$ cat src/rtl/cpu_pkg.sv
// Shared CPU types and constants.
// Used by the fetch unit and branch-target logic.
package cpu_pkg;

   typedef enum logic [1:0] {
      FETCH   = 2'd0,
      WAIT    = 2'd1,
      DISCARD = 2'd2
   } fetch_state_t;

   localparam int INSTR_BYTES = 4;
   localparam int WORD_SHIFT  = 2;

endpackage

$ cat src/rtl/branch_target_calc.sv
// Branch target adder: pc + (word offset << 2).
// Wraps modulo 2^ADDR_WIDTH.
module branch_target_calc
   import cpu_pkg::*;
#(
   parameter int ADDR_WIDTH = 64
) (
   input  logic [ADDR_WIDTH-1:0] branch_pc_in,
   input  logic [ADDR_WIDTH-1:0] branch_offset_in,
   output logic [ADDR_WIDTH-1:0] target
);

   // word offset scaled to bytes, added with natural wrap
   assign target = branch_pc_in
                 + (branch_offset_in << WORD_SHIFT);

endmodule

$ cat src/rtl/pc_fetch_unit.sv
// PC register and instruction fetch with branch redirect.
// Squashes in-flight fetch data when a redirect arrives.
module pc_fetch_unit
   import cpu_pkg::*;
#(
   parameter int ADDR_WIDTH = 64,
   parameter int INSTR_WIDTH = 32,
   parameter logic [ADDR_WIDTH-1:0] RESET_PC = '0
) (
   input  logic                   clk,
   input  logic                   reset,
   input  logic                   PC_src_in,
   input  logic [ADDR_WIDTH-1:0]  branch_pc_in,
   input  logic [ADDR_WIDTH-1:0]  branch_offset_in,
   output logic                   imem_req_out,
   output logic [ADDR_WIDTH-1:0]  imem_addr_out,
   input  logic                   imem_ack_in,
   input  logic [INSTR_WIDTH-1:0] imem_rdata_in,
   output logic                   instr_valid_out,
   input  logic                   instr_ready_in,
   output logic [INSTR_WIDTH-1:0] instr_out,
   output logic [ADDR_WIDTH-1:0]  pc_out
);

   fetch_state_t          state;
   logic [ADDR_WIDTH-1:0] pc_reg;
   logic [ADDR_WIDTH-1:0] redirect_reg;
   logic [ADDR_WIDTH-1:0] target;
   logic                  in_fetch;
   logic                  in_wait;
   logic                  in_discard;
   logic                  capture;
   logic                  release_out;

   branch_target_calc #(
      .ADDR_WIDTH(ADDR_WIDTH)
   ) u_target (
      .branch_pc_in    (branch_pc_in),
      .branch_offset_in(branch_offset_in),
      .target          (target)
   );

   // state decodes and output-register events
   always_comb begin
      in_fetch    = (state == FETCH);
      in_wait     = (state == WAIT);
      in_discard  = (state == DISCARD);
      capture     = in_fetch && imem_ack_in && !PC_src_in;
      release_out = in_wait && (instr_ready_in || PC_src_in);
   end

   // request is a Moore decode, forced low during reset
   assign imem_req_out  = (in_fetch || in_discard) && !reset;
   assign imem_addr_out = pc_reg;

   // fetch control: state, pc and pending redirect target
   always_ff @(posedge clk or posedge reset) begin
      if (reset) begin
         state        <= FETCH;
         pc_reg       <= RESET_PC;
         redirect_reg <= '0;
      end else begin
         unique case (state)
            FETCH: begin
               if (imem_ack_in) begin
                  if (PC_src_in) begin
                     pc_reg <= target;
                  end else begin
                     pc_reg <= pc_reg
                             + ADDR_WIDTH'(INSTR_BYTES);
                     state  <= WAIT;
                  end
               end else if (PC_src_in) begin
                  redirect_reg <= target;
                  state        <= DISCARD;
               end
            end
            WAIT: begin
               if (PC_src_in) begin
                  pc_reg <= target;
                  state  <= FETCH;
               end else if (instr_ready_in) begin
                  state <= FETCH;
               end
            end
            DISCARD: begin
               if (imem_ack_in) begin
                  pc_reg <= PC_src_in ? target
                                      : redirect_reg;
                  state  <= FETCH;
               end else if (PC_src_in) begin
                  redirect_reg <= target;
               end
            end
            default: state <= FETCH;
         endcase
      end
   end

   // decode-facing output register, held while stalled
   always_ff @(posedge clk or posedge reset) begin
      if (reset) begin
         instr_valid_out <= 1'b0;
         instr_out       <= '0;
         pc_out          <= '0;
      end else if (capture) begin
         instr_valid_out <= 1'b1;
         instr_out       <= imem_rdata_in;
         pc_out          <= pc_reg;
      end else if (release_out) begin
         instr_valid_out <= 1'b0;
      end
   end

endmodule

$ cat config.mk
export PLATFORM = sky130hd
export DESIGN_NAME = pc_fetch_unit
export DESIGN_NICKNAME = d
export VERILOG_FILES = /design/src/rtl/cpu_pkg.sv /design/src/rtl/branch_target_calc.sv /design/src/rtl/pc_fetch_unit.sv
export SDC_FILE = /design/constraint.sdc
export NUM_CORES = 1
export LEC_CHECK = 0
export ABC_AREA = 1
export BUFFER_PORTS_ARGS = -buffer_cell sky130_fd_sc_hd__buf_2
export CAP_MARGIN = 20
export CORE_ASPECT_RATIO = 1.25
export CORE_UTILIZATION = 52
export DETAILED_ROUTE_END_ITERATION = 8
export HOLD_SLACK_MARGIN = 0.06
export PLACE_DENSITY = 0.73
export RECOVER_POWER = 50
export SYNTH_ARGS = -nofsm -noshare
export SYNTH_HDL_FRONTEND = slang
export SYNTH_HIERARCHICAL = 1
export SYNTH_SLANG_ARGS = --single-unit
$ cat constraint.sdc
create_clock -name clk -period 17.1 [get_ports clk]
set_input_delay 3.42 -clock clk [delete_from_list [all_inputs] [get_ports clk]]
set_output_delay 3.42 -clock clk [all_outputs]
set_load 0.01 [all_outputs]
# Word level (Yosys, flattened, before mapping)
# Index checks and enable logic that the tools add are counted.
[totals]
reg_bits = 227
input_bits = 165
output_inout_bits = 162
elab_cells = 47
[op_classes]
n_addsub = 2
n_eq_ne = 8
muxes = 15
bitwise_logic = 1
n_reduce_logical = 15
[ops]
columns = ["operator", "n"]
rows = [
  ["64-bit two-way mux", 5],
  ["64-bit case mux with 3 select lines", 1],
  ["64-bit by 3-bit adder with 64-bit output (second input constant)", 1],
  ["64-bit adder", 1],
  ["2-bit two-way mux", 6],
  ["3-bit inequality test (second input constant)", 3],
  ["4-bit AND reduction", 2],
  ["2-bit inequality test (second input constant)", 3],
  ["2-bit case mux with 3 select lines", 1],
  ["1-bit logical AND", 4],
  ["3-bit nonzero test", 1],
  ["2-bit by 1-bit == test with 1-bit output (second input constant)", 1],
  ["2-bit == test (second input constant)", 1],
  ["1-bit logical NOT", 2],
  ["2-bit logical NOT", 1],
  ["1-bit logical OR", 2],
  ["1-bit two-way mux", 2],
  ["2-bit AND reduction", 1],
  ["2-bit nonzero test", 1],
  ["2-bit OR reduction", 1],
  ["1-bit NOT", 1],
]

# Longest topological paths before layout
[depth]
ltp_word = 4
mapped_depth = 22
depth_no_buf = 22

# By module
# The synthesis kept the hierarchy.
[by_module_without_submodules]
columns = ["mod", "n_inst", "cells_each", "area_each_um2", "seq_area_each_um2"]
rows = [
  ["pc_fetch_unit", 1, 1762, 12786.0, 5680.4],
  ["branch_target_calc", 1, 1225, 5667.9, 0.0],
]

# Least setup slack after synthesis
# Ideal clock, no wire load.
[synth_path]
kind = "input to output"
startpoint = "in reset"
endpoint = "out imem_req_out"
arrival_ns = 3.589
t_required_ns = 13.680
slack_ns = 10.091
cell_stages = 1
n_path_buf = 0
cell_sequence = "nor2_1"
[synth_via]
elab_chain_len = 2
[synth_lines]
columns = ["item", "line", "text"]
rows = [
  ["start: declaration", "pc_fetch_unit.sv:11", "input logic reset,"],
  ["1-bit logical NOT (no line)", "-", ""],
  ["1-bit logical AND", "pc_fetch_unit.sv:53", "assign imem_req_out = (in_fetch || in_discard) && !reset;"],
  ["end: declaration", "pc_fetch_unit.sv:15", "output logic imem_req_out,"],
]
# No other way between the ends.

==> results.toml <==
[route]
post_drt_wl_per_cell_um = 16.8
antenna_left = 0
routed-via-count = 19800
initialDrtViolationCount = 1644
dr.pass1.iters = 6
drc = 0
totalWireLength_um = 62800
vias_per_cell = 5.30

[floorplanning]
core_area_mm2 = 0.0347
start_util = 0.532
die_h_um = 213
num_rows = 76
die_w_um = 170
dieArea_mm2 = 0.0363
io_pins = 327

[finish]
nFillCells = 3487
layout_commonest_cell = "nand2_1"
final_cell_count_no_fill = 3733
drive_gt1_frac = 0.117
layout_common_cells = "nand2_1 (1159), inv_1 (453), o21ai_0 (238)"
area_delta_synth_final_pct = 13.6
nNetsFinal = 3481
multi_input_area_mm2 = 0.0107
antenna_cells = 0
design_area_mm2 = 0.0210
seq_area_mm2 = 0.00568
final_core_util = 0.604

[setup_path]
slowest_stage = "clkbuf_1"
crit_top_cell = "clkbuf_1"
critPathKind = "input pin to asynchronous set/reset pin"
cpPeakStageDelay_ps = 2690
path_cells = "clkbuf_1, clkinvlp_2, clkbuf_1"
cp_data_arrival_time_ps = 8580
endpoint_kind = "asynchronous set/reset pin"
crit_fanout = 89
worstPathRequired_ps = 16900
crit_path_start_kind = "input pin"

[yosys]
yosysTopAreaCellShare = 0.308
synthMuxAreaShare = 0.0207
ys_async_sr_fraction = 1.00
synth_compound_area_frac = 0.141
synth_fa_ha_area_frac = 0.0458
yosysTopAreaCell = "dfrtp_1"
ys_types = 41
synth_top_family_by_area = "simple AND/OR/NAND/NOR gates"
yosysSeqAreaShare = 0.308
ys_ff_latch = 227
post_synth_and_or_nand_nor_area_fraction = 0.351
synth_area_leaders = "dfrtp_1 (31%), nand2_1 (24%), inv_1 (9.2%), o21ai_0 (6.5%), ha_1 (4.5%)"
synth_edf_count = 0
dominantRegCellSynth = "dfrtp_1"
syn-instance-count = 2987
synth_nets = 3219
avgSynthCellArea_um2 = 6.18
yosys.area_share.xor_xnor = 0.0185
yosysWarnings = 6
syn-cell-area_mm2 = 0.0185

[placement]
dp_hpwl_um = 48600
numPortBuffers = 324
gp_congestion = 0.976
placed_cells = 3693
placed_cell_area_mm2 = 0.0204
dp_slack_ps = 9880

[power_and_ir_drop]
pwr_density_cell_mw_per_mm2 = 147
total_power_mw = 3.09
irDropWorstVdd_mv = 0.104
power.leakage_nw = 11.3

[sta]
fin_crit_sh = 0.513
rsz0062_at_grt = "false"
setup_violations = 0
fin_ws_ps = 8320
slew-limit-headroom = -1.72
finClkSkew_ps = 26.4
fmax_mhz = 114
hold_viol = 0
worst_pin_slew_ps = 4050
hold_ws_ps = 487
setup_tns_ps = 0
slew_violations = 232
min_period_ps = 8780

[clock_tree]
clk-insertion-delay-late_ps = 560
clkSinkCount = 227
tritoncts = "built"
ctsResizeCount = 0
hold_buffers = 0
htreeDepth = 1
clkTransAtPathRegs_ps = 60
ctsLongestPathBuffers = 3
post_cts_buffers = 0
cts_buffers = 22
root_buffer = "clkbuf_16"

[min_path]
min_path_type = "flip-flop to flip-flop"

[global_routing]
grt_pass1_wl_um = 97100
antenna_found_initial = 0
grt_pass1_vias = 18200
grt-ovfl-total = 0
grt_max_degree = 109
track_usage = 0.348

[flow_run]
maxCapViolCount = 3

[status]
status = "finished, violations left"
violations = "capacitance limit, slew limit"
## final cells by class
cell class              count  share of cell area
clock inverters            10             0.00609
inverters                 458              0.0820
clock buffers              30              0.0301
flip-flops and latches    227               0.271
repair buffers            336              0.0749
well taps                 468              0.0279
multi-input cells        2204               0.508
## final timing paths
path	endpoint	from	slack [ps]	cells after the start
max in group clk	imem_req_out	reset	9920	3
hold reg to reg	pc_out[34]	pc_out[34]	490	2
min in group asynchronous	redirect_reg[6]	reset	4070	2
setup reg to reg	imem_addr_out[63]	state[0]	13370	12
hold / removal	pc_out[34]	pc_out[34]	490	2
setup / recovery	pc_out[60]	reset	8320	3
## layer usage
| layer | routed length [µm] | track usage | vias to the layer above |
|---|---|---|---|
| li1 | - | - | 9880 |
| met1 | 26100 | 0.441 | 8953 |
| met2 | 29700 | 0.599 | 833 |
| met3 | 4430 | 0.0344 | 112 |
| met4 | 2660 | 0.150 | 0 |
| met5 | 0 | 0 | - |
## power by group
group	internal, mW	switching (mW)
Combinational	0.505	1.04
Sequential	0.793	0.229
Clock	0.293	0.228
Total	1.59	1.50
## worst max-delay path: cells and delay by family
family | cells | cell delay [ps]
buffers and inverters | 3 | 5040
## cells by family (layout without fill, tap and decap cells)
kind of cell | Yosys count | count (layout)
buffers and inverters | 556 | 834
AOI/OAI and AO/OA | 478 | 478
adders and majority gates | 67 | 67
and+or+nand+nor | 1586 | 1586
DFF | 227 | 227
muxes | 34 | 34
xor gates and xnor gates | 39 | 39
## synthesized netlist by cell type, types with 2 or more instances
master    number
a21oi_1      144
a221oi_1       3
a22oi_1       60
buf_1          3
buf_2         26
buf_4          5
clkbuf_1      64
dfrtp_1      227
ha_1          66
inv_1        454
inv_2          3
mux2_2        34
nand2_1     1161
nand2_2       29
nand2_4        2
nand3_1      109
nand3_2        7
nand4_1       23
nor2_1       204
nor2_2        23
nor2_4         7
nor3_1        12
nor3_2         4
o21ai_0      238
o21ai_1       16
o21bai_1       9
o22ai_1        3
xnor2_1        2
xor2_1        37
Power figures use the tool's default switching activity.
